### src/rtl/calc_pkg.sv
// Shared calculator definitions: operand/product widths, MUL latency and the
// sequencer state encoding, plus a small two's-complement magnitude helper.
package calc_pkg;

  localparam int OPW         = 8;
  localparam int NIBW        = 4;
  localparam int PRODW       = 16;
  localparam int MUL_LATENCY = 6;

  typedef enum logic [2:0] {
    IDLE = 3'd0,
    PP0  = 3'd1,
    PP1  = 3'd2,
    PP2  = 3'd3,
    PP3  = 3'd4,
    FIN  = 3'd5
  } state_t;

  // -128 maps to 8'h80, which is the correct unsigned magnitude.
  function automatic logic [OPW-1:0] mag(input logic [OPW-1:0] v);
    return v[OPW-1] ? (~v + OPW'(1)) : v;
  endfunction

endpackage

### src/rtl/wallace.sv
// 4x4 unsigned multiplier: four partial products reduced by two 3:2
// carry-save layers and one final carry-propagate add.
module wallace (
  input  logic [3:0] a,
  input  logic [3:0] b,
  output logic [7:0] p
);

  logic [7:0] pp0, pp1, pp2, pp3;
  logic [7:0] s1, c1, s2, c2;

  assign pp0 = {4'b0000, a & {4{b[0]}}};
  assign pp1 = {3'b000,  a & {4{b[1]}}, 1'b0};
  assign pp2 = {2'b00,   a & {4{b[2]}}, 2'b00};
  assign pp3 = {1'b0,    a & {4{b[3]}}, 3'b000};

  // The product never exceeds 225, so carries shifted out of bit 7 are zero.
  assign s1 = pp0 ^ pp1 ^ pp2;
  assign c1 = ((pp0 & pp1) | (pp0 & pp2) | (pp1 & pp2)) << 1;
  assign s2 = s1 ^ c1 ^ pp3;
  assign c2 = ((s1 & c1) | (s1 & pp3) | (c1 & pp3)) << 1;
  assign p  = s2 + c2;

endmodule

### src/rtl/mult8_seq_ctrl.sv
// MUL execution unit: 8x8 multiply in four nibble-product cycles on one shared
// 4x4 multiplier, with start/busy/done handshake and optional signed mode.
module mult8_seq_ctrl
  import calc_pkg::*;
#(
  parameter int unsigned SIGNED_SUPPORT = 1
) (
  input  logic             clk,
  input  logic             rst,
  input  logic             start,
  input  logic             signed_mode,
  input  logic [OPW-1:0]   a,
  input  logic [OPW-1:0]   b,
  output logic             busy,
  output logic             done,
  output logic [PRODW-1:0] product
);

  state_t state, next_state;

  logic [OPW-1:0]    ma, mb;
  logic              neg;
  logic              sgn;
  logic [PRODW-1:0]  acc;
  logic [PRODW-1:0]  addend;
  logic [NIBW-1:0]   wa, wb;
  logic [2*NIBW-1:0] wp;

  assign sgn  = signed_mode & (SIGNED_SUPPORT != 0);
  assign busy = (state != IDLE);

  wallace u_wallace (
    .a (wa),
    .b (wb),
    .p (wp)
  );

  // NOTE: every always_comb output gets a default first, so no path can infer a latch.
  always_comb begin
    next_state = state;
    wa         = '0;
    wb         = '0;
    unique case (state)
      IDLE: if (start) next_state = PP0;
      PP0: begin wa = ma[3:0]; wb = mb[3:0]; next_state = PP1; end
      PP1: begin wa = ma[7:4]; wb = mb[3:0]; next_state = PP2; end
      PP2: begin wa = ma[3:0]; wb = mb[7:4]; next_state = PP3; end
      PP3: begin wa = ma[7:4]; wb = mb[7:4]; next_state = FIN; end
      FIN:     next_state = IDLE;
      default: next_state = IDLE;
    endcase
  end

  // Kept apart from the mux block so the tree output never feeds back into it.
  always_comb begin
    addend = '0;
    unique case (state)
      PP0:      addend = PRODW'(wp);
      PP1, PP2: addend = PRODW'(wp) << 4;
      PP3:      addend = PRODW'(wp) << 8;
      default:  addend = '0;
    endcase
  end

  // NOTE: sequential state uses non-blocking assignments so all registers update together.
  always_ff @(posedge clk) begin
    if (rst) state <= IDLE;
    else     state <= next_state;
  end

  always_ff @(posedge clk) begin
    if (rst) begin
      ma      <= '0;
      mb      <= '0;
      neg     <= 1'b0;
      acc     <= '0;
      product <= '0;
      done    <= 1'b0;
    end else begin
      done <= 1'b0;
      unique case (state)
        IDLE: if (start) begin
          ma  <= sgn ? mag(a) : a;
          mb  <= sgn ? mag(b) : b;
          neg <= sgn & (a[OPW-1] ^ b[OPW-1]);
          acc <= '0;
        end
        PP0, PP1, PP2, PP3: acc <= acc + addend;
        FIN: begin
          product <= neg ? (~acc + PRODW'(1)) : acc;
          done    <= 1'b1;
        end
        default: ;
      endcase
    end
  end

endmodule

### config.mk
export PLATFORM = sky130hd
export DESIGN_NAME = mult8_seq_ctrl
export DESIGN_NICKNAME = d
export VERILOG_FILES = /design/src/rtl/calc_pkg.sv /design/src/rtl/wallace.sv /design/src/rtl/mult8_seq_ctrl.sv
export SDC_FILE = /design/constraint.sdc
export NUM_CORES = 1
export LEC_CHECK = 0
export BUFFER_PORTS_ARGS = -buffer_cell sky130_fd_sc_hd__buf_4
export CELL_PAD_IN_SITES_DETAIL_PLACEMENT = 0
export CELL_PAD_IN_SITES_GLOBAL_PLACEMENT = 1
export CORE_MARGIN = 5
export CORE_UTILIZATION = 40
export DETAILED_ROUTE_END_ITERATION = 8
export GPL_TIMING_DRIVEN = 0
export HOLD_SLACK_MARGIN = 0.06
export PLACE_DENSITY = 0.77
export SETUP_SLACK_MARGIN = 0.15
export SYNTH_ARGS = -nofsm -noshare
export SYNTH_HDL_FRONTEND = slang
export SYNTH_SLANG_ARGS = --single-unit
### constraint.sdc
create_clock -name clk -period 6.8 [get_ports clk]
set_input_delay 0.68 -clock clk [delete_from_list [all_inputs] [get_ports clk]]
set_output_delay 0.68 -clock clk [all_outputs]
set_load 0.01 [all_outputs]
; ---- Word level (Yosys, flattened, before mapping)
; Cells that the tools add are included.
[word_totals]
ff_bits = 53
input_bits = 20
out_inout_bits = 18
word_cells = 65
[classes]
addsub = 5
n_eq_ne = 6
muxes = 13
bitwise = 23
reduce_logical = 11
[op_table]
columns = cell, n
row1 = 16-bit one-hot mux with 3 select lines, 1
row2 = 16-bit 2-to-1 mux, 2
row3 = 8-bit 2-to-1 mux, 4
row4 = 16-bit one-hot mux with 2 select lines, 1
row5 = 7-bit bitwise AND, 3
row6 = 7-bit OR, 3
row7 = "16-bit by 1-bit adder with 16-bit output, second input constant", 1
row8 = 16-bit adder, 1
row9 = "8-bit by 1-bit adder with 8-bit output, second input constant", 2
row10 = 4-bit bitwise AND, 4
row11 = 16-bit inverter, 1
row12 = 8-bit inverter, 2
row13 = 4-bit one-hot mux with 2 select lines, 2
row14 = 3-bit one-hot mux with 5 select lines, 1
row15 = 2-bit OR reduction, 5
row16 = 8-bit adder, 1
row17 = 8-bit by 7-bit bitwise XOR with 8-bit output, 1
row18 = 8-bit bitwise XOR, 1
row19 = 7-bit by 6-bit OR with 7-bit output, 1
row20 = 4-bit by 6-bit bitwise AND with 6-bit output, 1
row21 = 5-bit by 6-bit bitwise AND with 6-bit output, 1
row22 = "3-bit by 2-bit equality test with 1-bit output, second input constant", 2
row23 = "3-bit equality test, second input constant", 2
row24 = 5-bit by 6-bit bitwise XOR with 6-bit output, 1
row25 = other kinds (13), 14

; ---- Logic depth before layout (Yosys ltp)
; Gate-level depths: netlist (run 1).
[depth]
word_depth = 14
ltp_mapped = 24
depth_no_buf = 23

; ---- Modules after synthesis
; From an unflattened synthesis (run 1), not the netlist that was laid out.
[unflattened]
cells_unflattened = 473
hier_area_um2 = 3789.9
[modules_own_cells]
columns = mod, instances, cells_per_inst, area_per_inst_um2, seq_area_each_um2
row1 = mult8_seq_ctrl, 1, 429, 3415.8, 1061.0
row2 = wallace, 1, 44, 374.1, 0.0

; ---- Worst setup path after synthesis (run 1)
; Ideal clock, no wire load.
[synth_timing]
path_kind = register to register
startpoint = reg state[1]
endpoint = reg acc[13]
setup_time_ps = 117
arrival_time_ps = 4895
t_required_ps = 6683
slack_ps = 1788
path_stages_with_launch = 23
n_path_buf = 1
synth_period_minus_slack_ps = 5012
path_cell_list = dfxtp_1 -> buf_2 -> xor2_1 -> a22oi_1 -> a2bb2oi_1 -> or2_2 -> fa_1 -> inv_1 -> fa_1 -> ha_1 -> inv_1 -> fa_1 -> nor2b_1 -> o21ai_0 -> nand2_1 -> a22oi_1 -> nor2_1 -> ha_1 -> and3_1 -> o21ai_1 -> a21oi_1 -> or4_1 -> a32o_1
[synth_between]
elab_chain_len = 14
word_cells_on_any_way = 38
classes_between = add/sub: 2 / eq/ne: 5 / mux: 4 / bitwise: 18 / reduce/logical: 9
[synth_lines]
columns = element, line_no
row1 = "start, declared", mult8_seq_ctrl.sv:19  ; state_t state, next_state;
row2 = "start signal, assigned", mult8_seq_ctrl.sv:68  ; else state <= next_state;
row3 = 3-bit by 2-bit equality test with 1-bit output (tied with other cells), "mult8_seq_ctrl.sv:43, mult8_seq_ctrl.sv:57, mult8_seq_ctrl.sv:81"
row4 = 2-bit OR reduction (no source line), -
row5 = 4-bit one-hot mux with 2 select lines, mult8_seq_ctrl.sv:43  ; unique case (state)
row6 = "4-bit bitwise AND, on equally long branches", "wallace.sv:12, wallace.sv:13, wallace.sv:14"
row7 = 4-bit by 5-bit bitwise AND with 5-bit output or 4-bit by 6-bit bitwise AND with 6-bit output (tied branches), wallace.sv:19  ; assign c1 = ((pp0 & pp1) | (pp0 & pp2) | (pp1 & pp2)) << 1;
row8 = 7-bit OR, wallace.sv:19
row9 = 7-bit by 6-bit OR with 7-bit output, wallace.sv:19
row10 = 7-bit bitwise AND, wallace.sv:21  ; assign c2 = ((s1 & c1) | (s1 & pp3) | (c1 & pp3)) << 1;
row11 = 7-bit OR (2 in a row), wallace.sv:21
row12 = 8-bit adder, wallace.sv:22  ; assign p = s2 + c2;
row13 = 16-bit one-hot mux with 3 select lines, mult8_seq_ctrl.sv:57  ; unique case (state)
row14 = 16-bit adder, mult8_seq_ctrl.sv:88  ; PP0, PP1, PP2, PP3: acc <= acc + addend;
row15 = 16-bit one-hot mux with 2 select lines, mult8_seq_ctrl.sv:81  ; unique case (state)
row16 = "end signal, assigned", mult8_seq_ctrl.sv:88
row17 = "end, declared", mult8_seq_ctrl.sv:24  ; logic [PRODW-1:0] acc;
; Several ways; a longest one is shown, not always the timed one.
; A chain may end at the register's enable or synchronous reset.

; ---- Final worst setup path (run 1)
[layout_timing]
startpoint = reg state[1]
endpoint = reg acc[10]
; Same word-level chain as after synthesis.

==> results of run 1 <==
[worst max-delay path, stage by stage (launching register included)]
cell,delay (ns)
dfxtp_1,0.42
buf_2,0.25
xor2_1,0.35
a22oi_1,0.15
a2bb2oi_1,0.20
or2_2,0.34
fa_1,0.53
inv_1,0.05
fa_1,0.53
ha_1,0.17
inv_1,0.06
fa_1,0.54
nor2b_1,0.06
a21oi_1,0.11
nor2_1,0.07
ha_1,0.35
a21oi_1,0.20
o21ai_0,0.16
a32oi_1,0.42
a31oi_1,0.19
xor2_1,0.17
a22o_1,0.20
[cell usage after synthesis (all sizes together), types with 9 or more instances]
cell type  instances  area, um2
xnor2             14      122.6
a22oi             18      135.1
nor2b             10      62.56
a21oi             35      178.9
nand3             12      60.06
buf                9      48.80
ha                25      312.8
nand2             51      191.4
o21ai             17      88.83
nor3               9      45.04
xor2              22      192.7
nor2              68      255.2
inv               16      60.06
dfxtp             53       1061
a211oi            18      140.1
clkbuf            10      48.79
[layout make-up]
cell class	instances	area (um2)
clock inverter	2	38.79
tap	111	138.9
clock buffer	6	72.57
inverter	16	60.06
buffer	19	97.59
fill	924	4912
timing repair buffer	36	270.3
multi-input combinational	387	2545
sequential	53	1061
[worst paths after layout]
kind                            cells past startpoint    endpoint  slack (ns)  startpoint
worst max register to register                     21     acc[10]        1.21    state[1]
worst min-delay path                                2  product[9]        0.46  product[9]
worst min register to register                      2  product[9]        0.46  product[9]
worst max-delay path                               21     acc[10]        1.21    state[1]
[cell families after synthesis]
kind of cell             Yosys count  share of synthesized area
AND/OR/NAND/NOR                  184                     0.2254
AO/OA/AOI/OAI                    133                     0.2414
flip-flops                        53                     0.2819
XOR/XNOR                          36                    0.08378
buffers and inverters             35                    0.04189
adder cells (fa/ha/maj)           32                     0.1203
multiplexers                       2                   0.005319
[registers in the layout, indices dropped and copies added (netlist names)]
| name | count |
|---|---|
| neg | 1 |
| state | 3 |
| product | 16 |
| acc | 16 |
| done | 1 |
| mb | 8 |
| ma | 8 |
[per-layer routing]
metal  part of all wire  GRT usage
met1               0.49     0.2354
met2               0.45     0.2752
met3              0.037    0.02649
met4              0.019    0.04566
met5                  0          0
[cell usage in the layout, fill, tap and decap left out, types with 6 or more instances in the layout]
cell type and count:
a22oi_1 18, a21oi_1 34, a211oi_1 17, a21o_1 7, nand3_1 12, o21ai_0 15
fa_1 7, dfxtp_1 53, xnor2_1 14, ha_1 25, buf_4 36, clkbuf_1 9
nor2b_1 10, clkbuf_8 6, xor2_1 22, nor3_1 9, nand2_1 51, inv_1 16
buf_2 6, o31ai_1 6, nor2_1 68, and3_1 6
[metrics by stage]
step	hold slack, ns	worst slack (ns)
after detailed placement	0.4472	1.260
after CTS	0.4630	1.220
after global routing	0.4786	0.8551
after floorplan	0.4316	1.788
after global placement	0.4436	1.247
final	0.4588	1.207
[power groups by stage]
stage	clock [mW]	sequential (mW)	combinational (mW)
floorplan	0	0.338	0.0812
global placement	0	0.343	0.121
detailed placement	0	0.343	0.122
CTS	0.228	0.336	0.122
global route	0.239	0.337	0.135
finish	0.220	0.336	0.123
==> impl_metrics.env, run 1 <==
export IMPL_cts_tree="yes"
export IMPL_dr_pass1_iters=4
export IMPL_crit_type="reg -> reg"
export IMPL_layout_worst_path_cycle_share=0.8225
export IMPL_period_minus_slack_ns=5.593
export IMPL_rsz0062_at_grt="no"
export IMPL_final_cells=630
export IMPL_holdCritPathClass="reg -> reg"
export IMPL_finalHoldViolations=0
export IMPL_clock_sinks=53
export IMPL_drt_total_wl_um=9674
export IMPL_holdBufCountCts=0
export IMPL_root_buffer="clkbuf_8"
export IMPL_cts_setup_buffers=0
export IMPL_grt_ovfl_total=0
export IMPL_switchingPower_mw=0.2003
export IMPL_htreeDepth=2
export IMPL_io_buffer_count=36
export IMPL_required_ns=7.01
export IMPL_arrival_ns=5.81
export IMPL_async_flop_share=0
export IMPL_syn_area_per_cell_um2=7.923
export IMPL_ys_flop_type="dfxtp_1"
export IMPL_postCtsResizedCells=0
export IMPL_status="completed"
export IMPL_cp_end_kind="flop"
export IMPL_num_antenna_cells=0
export IMPL_setup_tns_final_ns=0
export IMPL_worst_pin_slew_ns=0.9839
export IMPL_max_freq_mhz=178.8
export IMPL_clockBufferDepth=2
export IMPL_fp_dieW_um=107
export IMPL_vdd_drop_max_v=0.0001123
export IMPL_start_util=0.4093
export IMPL_drc_errors=0
export IMPL_drive_above_1_share=0.1195
export IMPL_ys_seq_area_frac=0.2819
export IMPL_relSlewSlack=0.3390
export IMPL_power_density_nw_per_um2=158.3
export IMPL_dpl_instance_area_um2=4173
export IMPL_max_cap_viol_count=0
export IMPL_pwr_share_clk=0.324
export IMPL_netlist_instances=475
export IMPL_swShare=0.2953
export IMPL_critPathLaunchType="flop"
export IMPL_setup_violations_final=0
export IMPL_area_delta_synth_final_pct=13.83
export IMPL_place_congestion=0.8842
export IMPL_grt_max_degree=17
export IMPL_vias_per_cell=5.487
export IMPL_power_frac_comb=0.181
export IMPL_synth_cell_area_um2=3764
export IMPL_utilization=0.4659
export IMPL_p_int_mw=0.4780
export IMPL_insertion_delay_ns=0.31
export IMPL_rows=35
export IMPL_ys_ff_latch=53
export IMPL_grt_pass1_wl_um=15820
export IMPL_grt_pass1_vias=3283
export IMPL_track_usage=0.1700
export IMPL_io_pins=38
export IMPL_hpwl_um=7800
export IMPL_finClkSkew_ns=0.007968
export IMPL_synth_edf_count=0
export IMPL_synth_cell_types=53
export IMPL_design_area_um2=4284
export IMPL_clkTransAtPathRegs_ns=0.10
export IMPL_final_nets=570
export IMPL_cts_made_buffers=5
export IMPL_dr_total_vias=3457
export IMPL_drt_iter0_drc=198
export IMPL_dieArea_um2=11450
export IMPL_slew_violations=0
export IMPL_finalPower_mw=0.6783
export IMPL_power_leakage_nw=1.852
export IMPL_die_h_um=107
export IMPL_wire_per_inst_um=15.36
export IMPL_ant_nets=0
export IMPL_antenna_found_initial=0
export IMPL_worstPathMaxFanout=10
export IMPL_yosysWarnings=0
export IMPL_p_seq_frac=0.495
export IMPL_dp_cells=622
export IMPL_synth_nets=527
export IMPL_core_um2=9196
Note: power is estimated with default switching activity, not from simulation.
==> inputs of run 2 (changes only) <==
clock period = 5.35 ns   (was 6.8 ns; I/O delays follow)
==> run 2 against run 1 <==
  * First-iteration DRC count is 25% higher
  * Sequential power is 28% higher
  * Final cell count increased by 1.3%
  * Wire length is 4.5% higher
  * Clock skew about the same
  * Critical endpoint is now acc[13]
  * Largest cell class unchanged
  * Highest routed layer unchanged
==> impl_metrics.env, run 2 (synthesis gave the netlist of run 1 again) <==
export IMPL_max_freq_mhz=195.2
export IMPL_grt_ovfl_total=0
export IMPL_arrival_ns=5.34
export IMPL_final_common_cell="nor2_1"
export IMPL_slew_violations=0
export IMPL_r2r_start="state[1]"
export IMPL_finalPower_mw=0.8952
export IMPL_hold_path_endpoint="product[9]"
export IMPL_clockBufferDepth=2
export IMPL_core_um2=9196
export IMPL_critPathBufInv=3
export IMPL_hp_start="product[9]"
export IMPL_cp_top_family="adder cells"
export IMPL_period_minus_slack_ns=5.123
export IMPL_rsz0062_at_grt="yes"
export IMPL_fp_dieW_um=107
export IMPL_utilization=0.4956
export IMPL_layout_common_cells="65 x nor2_1, 50 x nand2_1, 50 x dfxtp_1"
export IMPL_cp_end_kind="flop"
export IMPL_drt_iter0_drc=248
export IMPL_wire_per_inst_um=15.84
export IMPL_area_delta_synth_final_pct=21.11
export IMPL_final_cells=638
export IMPL_dieArea_um2=11450
export IMPL_finClkSkew_ns=0.007545
export IMPL_finalHoldViolations=0
export IMPL_dr_total_vias=3538
export IMPL_worst_pin_slew_ns=1.048
export IMPL_worstPathCellList="buf_8, xor2_4, a22oi_2, a2bb2oi_2, or2_4, fa_1, inv_1, fa_1, ha_2, inv_2, fa_2, nor2b_1, a21oi_1, nor2_1, ha_1, nand2_2, a21oi_4, o21ai_2, a21oi_2, or4_1, a32o_1"
export IMPL_start_util=0.4093
export IMPL_cts_made_buffers=5
export IMPL_holdCritPathClass="reg -> reg"
export IMPL_reg2reg_depth=21
export IMPL_cp_common_cell="fa_1"
export IMPL_fillers=893
export IMPL_slowest_delay_ns=0.56
export IMPL_drive_above_1_share=0.1992
export IMPL_hpwl_um=7800
export IMPL_vias_per_cell=5.545
export IMPL_antenna_found_initial=0
export IMPL_die_h_um=107
export IMPL_power_density_nw_per_um2=196.4
export IMPL_htreeDepth=2
export IMPL_rows=35
export IMPL_cts_tree="yes"
export IMPL_final_nets=578
export IMPL_dp_cells=622
export IMPL_grt_pass1_wl_um=16110
export IMPL_clkTransAtPathRegs_ns=0.10
export IMPL_r2r_end="acc[13]"
export IMPL_slowest_stage="fa_2"
export IMPL_critPathLaunchType="flop"
export IMPL_grt_pass1_vias=3296
export IMPL_status="completed"
export IMPL_insertion_delay_ns=0.31
export IMPL_track_usage=0.1729
export IMPL_worstPathMaxFanout=7
export IMPL_ant_nets=0
export IMPL_dpl_instance_area_um2=4173
export IMPL_dr_pass1_iters=4
export IMPL_biggestRegsByFlops="acc: 16 flops, product: 16 flops"
export IMPL_grt_max_degree=17
export IMPL_io_buffer_count=36
export IMPL_vdd_drop_max_v=0.0001528
export IMPL_root_buffer="clkbuf_8"
export IMPL_relSlewSlack=0.2960
export IMPL_design_area_um2=4558
export IMPL_clock_sinks=53
export IMPL_required_ns=5.56
export IMPL_place_congestion=0.8842
export IMPL_num_antenna_cells=0
export IMPL_layout_worst_path_cycle_share=0.9576
export IMPL_crit_type="reg -> reg"
export IMPL_drt_total_wl_um=10110
export IMPL_holdPathStages=2
export IMPL_r2r_setup_slack_ns=0.23
export IMPL_power_leakage_nw=1.925
export IMPL_drc_errors=0
export IMPL_setup_violations_final=0
export IMPL_cp_depth=21
export IMPL_max_cap_viol_count=0
export IMPL_io_pins=38
[run 2: cell count changes in the layout (fill, tap and decap cells not counted), moves of 6 or more]
cell,before,now
buf_4,36,45
a21oi_1,34,26
a21oi_2,1,7
a22oi_1,18,12
a22oi_2,0,6
[run 2: per-stage QoR]
stage                     TNS (ns)  worst slack [ns]  hold WS [ns]
after floorplan                  0            0.3376        0.4316
after global placement     -0.8697           -0.2031        0.4436
after detailed placement   -0.8094           -0.1898        0.4472
after CTS                        0            0.1778        0.4630
after global routing             0           0.02792        0.4786
final                            0            0.2269        0.4588
[run 2: repair_timing]
action                     in CTS  in global routing
hold endpoints to repair        0                  0
buffers inserted                1                  7
pin swaps                       2                 26
resized for setup              26                 30
setup endpoints to repair       8                  8
hold buffers                    0                  0
[run 2: worst max-delay path by stage]
stage | startpoint | to | slack (ns)
after floorplan | state[1] | acc[13] | 0.34
after global placement | state[1] | acc[10] | -0.20
after detailed placement | state[1] | acc[10] | -0.19
after CTS | state[0] | acc[13] | 0.18
after global routing | state[1] | acc[15] | 0.03
final | state[1] | acc[13] | 0.23
[run 2: cell type report]
class,instances,area (um2),area share
multi-input combinational,387,2726,0.5981
sequential,53,1070,0.2347
timing repair buffer,44,330.3,0.07247
tap,111,138.9,0.03047
buffer,19,121.4,0.02663
clock buffer,6,72.57,0.01592
inverter,16,60.06,0.01318
clock inverter,2,38.79,0.008509
[run 2: worst min-delay path: cells and delay by family, from the launching register on]
kind,cells,cell delay [ns]
flops,1,0.32
simple gates,1,0.05
compound gates,1,0.05
[run 2: power breakdown]
| part | switching (mW) | total, mW | internal [mW] |
|---|---|---|---|
| Sequential | 0.0182 | 0.430 | 0.412 |
| Clock | 0.140 | 0.281 | 0.141 |
| Combinational | 0.111 | 0.184 | 0.0727 |
| Total | 0.270 | 0.895 | 0.626 |
[run 2: layer usage]
layer	global-route usage	vias up	routed length [um]
met4	0.03653	0	119
met3	0.02348	9	409
met5	0	-	0
met1	0.2389	1668	4821
li1	-	1799	-
met2	0.2878	62	4759
==> inputs of run 3 (changes only) <==
--- a/config.mk
+++ b/config.mk
@@ -7,2 +7,3 @@
 export LEC_CHECK = 0
+export ABC_CLOCK_PERIOD_IN_PS = 5350
 export BUFFER_PORTS_ARGS = -buffer_cell sky130_fd_sc_hd__buf_4
@@ -10,3 +11,3 @@
 export CELL_PAD_IN_SITES_GLOBAL_PLACEMENT = 1
-export CORE_MARGIN = 5
+export CORE_MARGIN = 2
 export CORE_UTILIZATION = 40
--- a/constraint.sdc
+++ b/constraint.sdc
@@ -3,2 +3,2 @@
 set_output_delay 0.535 -clock clk [all_outputs]
-set_load 0.01 [all_outputs]
+set_load 0.02 [all_outputs]
==> run 3 against run 2 <==
  * Setup slack got worse by 0.073 ns
  * Die area fell by 11%
  * Non-clock buffer count fell by 2
  * Largest cell class unchanged
  * Wire length fell by 2.9%
  * Core utilization fell by 0.57 points
  * Sequential share of layout area rose by 0.27 points
==> impl_metrics.env, run 3 (synthesis gave the netlist of run 1 again) <==
export IMPL_layout_worst_path_cycle_share=0.9711
export IMPL_cts_tree="yes"
export IMPL_die_h_um=101
export IMPL_wl_met3_um=326
export IMPL_dr_pass1_iters=5
export IMPL_layout_common_cells="66 x nor2_1, 50 x nand2_1, 50 x dfxtp_1"
export IMPL_dr_total_vias=3503
export IMPL_rows=35
export IMPL_num_antenna_cells=0
export IMPL_cp_end_kind="flop"
export IMPL_clock_sinks=53
export IMPL_grt_ovfl_total=0
export IMPL_drc_errors=0
export IMPL_grt_max_degree=17
export IMPL_required_ns=5.56
export IMPL_htreeDepth=2
export IMPL_vias_per_cell=5.508
export IMPL_whs_ns=0.4632
export IMPL_holdBufCountCts=0
export IMPL_drive_above_1_share=0.1962
export IMPL_setup_violations_final=0
export IMPL_slew_violations=0
export IMPL_final_common_cell="nor2_1"
export IMPL_hpwl_um=7710
export IMPL_antenna_found_initial=0
export IMPL_drt_total_wl_um=9819
export IMPL_area_delta_synth_final_pct=19.71
export IMPL_holdCritPathClass="reg -> reg"
export IMPL_worst_pin_slew_ns=0.9809
export IMPL_routed_wl_met2_um=4625
export IMPL_finClkSkew_ns=0.006167
export IMPL_power_density_nw_per_um2=190.5
export IMPL_vdd_drop_max_v=0.0001213
export IMPL_max_freq_mhz=192.5
export IMPL_biggestRegsByFlops="acc: 16 flops, product: 16 flops"
export IMPL_io_pins=38
export IMPL_relSlewSlack=0.3410
export IMPL_status="completed"
export IMPL_fp_dieW_um=101
export IMPL_dieArea_um2=10200
export IMPL_dr_max_layer_used="met4"
export IMPL_clkTransAtPathRegs_ns=0.10
export IMPL_wl_met1_um=4756
export IMPL_worstPathMaxFanout=7
export IMPL_core_um2=9196
export IMPL_clockBufferDepth=2
export IMPL_critPathLaunchType="flop"
export IMPL_rsz0062_at_grt="yes"
export IMPL_grt_pass1_wl_um=16520
export IMPL_ant_nets=0
export IMPL_power_leakage_nw=1.911
export IMPL_wire_per_inst_um=15.44
export IMPL_grt_pass1_vias=3339
export IMPL_io_buffer_count=36
export IMPL_period_minus_slack_ns=5.196
export IMPL_slowest_stage="fa_2"
export IMPL_max_cap_viol_count=0
export IMPL_setup_tns_final_ns=0
export IMPL_worstPathCellList="buf_8, xor2_4, a22oi_2, a2bb2oi_2, or2_4, fa_1, inv_2, fa_1, ha_2, inv_2, fa_2, nor2b_1, a21oi_1, nor2_1, ha_1, a21o_1, o21ai_2, a21oi_2, or4_1, a32o_1"
export IMPL_cts_made_buffers=5
export IMPL_arrival_ns=5.41
export IMPL_insertion_delay_ns=0.31
export IMPL_start_util=0.4093
export IMPL_place_congestion=0.8952
export IMPL_final_nets=576
export IMPL_drt_iter0_drc=151
export IMPL_slowest_delay_ns=0.56
export IMPL_crit_type="reg -> reg"
export IMPL_finalHoldViolations=0
export IMPL_track_usage=0.2026
export IMPL_root_buffer="clkbuf_8"
run 3: cell types whose count changed in the layout (fill, tap and decap cells not counted), sizes merged:
cell and change:
clkbuf +1, buf -3, clkinv +1, bufinv -1
run 3: critical path: cells and delay by family (launching register included):
kind | cells | cell delay, ns
fa+ha+maj | 5 | 2.19
compound gates | 7 | 1.16
simple gates | 4 | 0.91
flops | 1 | 0.38
xor+xnor | 1 | 0.22
buf+inv | 3 | 0.21
run 3: final timing paths:
kind | start | endpoint | slack [ns] | cells past startpoint
min reg2reg | product[7] | product[7] | 0.46 | 2
max reg2reg | state[1] | acc[13] | 0.15 | 20
max | state[1] | acc[13] | 0.15 | 20
min | product[7] | product[7] | 0.46 | 2
run 3: cell type report:
cell class,instances,area (um2)
fill,929,4691
clock inverter,2,13.76
inverter,16,60.06
tap,111,138.9
buffer,19,120.1
sequential,53,1070
clock buffer,6,82.58
timing repair buffer,42,315.3
multi-input combinational,387,2705
run 3: where the power goes:
part	switching, mW	leakage (nW)	internal (mW)
clock network	0.140	0.0512	0.105
registers	0.0178	0.432	0.412
logic	0.112	1.43	0.0719
total	0.269	1.91	0.589
run 3: metal layers:
layer  vias up  track usage
met4         0      0.04678
met1      1628       0.2852
li1       1795            -
met5         -            0
met2        73       0.3328
met3         7      0.02288
run 3: what timing repair did:
action                     4_1_cts  5_1_grt
setup endpoints to repair        9        8
setup buffers                    2        4
resized for setup               28       21
pin swaps                        4       26
run 3: per-stage QoR:
| stage | area [um2] | worst slack (ns) | cells | total power [mW] | utilization |
|---|---|---|---|---|---|
| final | 4506 | 0.1544 | 636 | 0.8582 | 0.4899 |
| after global routing | 4506 | -0.06489 | 636 | 0.9031 | 0.4899 |
| after CTS | 4399 | 0.1490 | 632 | 0.8557 | 0.4784 |
| after detailed placement | 4173 | -0.2751 | 622 | 0.5934 | 0.4537 |
| after global placement | 4173 | -0.2267 | 622 | 0.5916 | 0.4537 |
| after floorplan | 3764 | 0.3376 | 475 | 0.5353 | - |
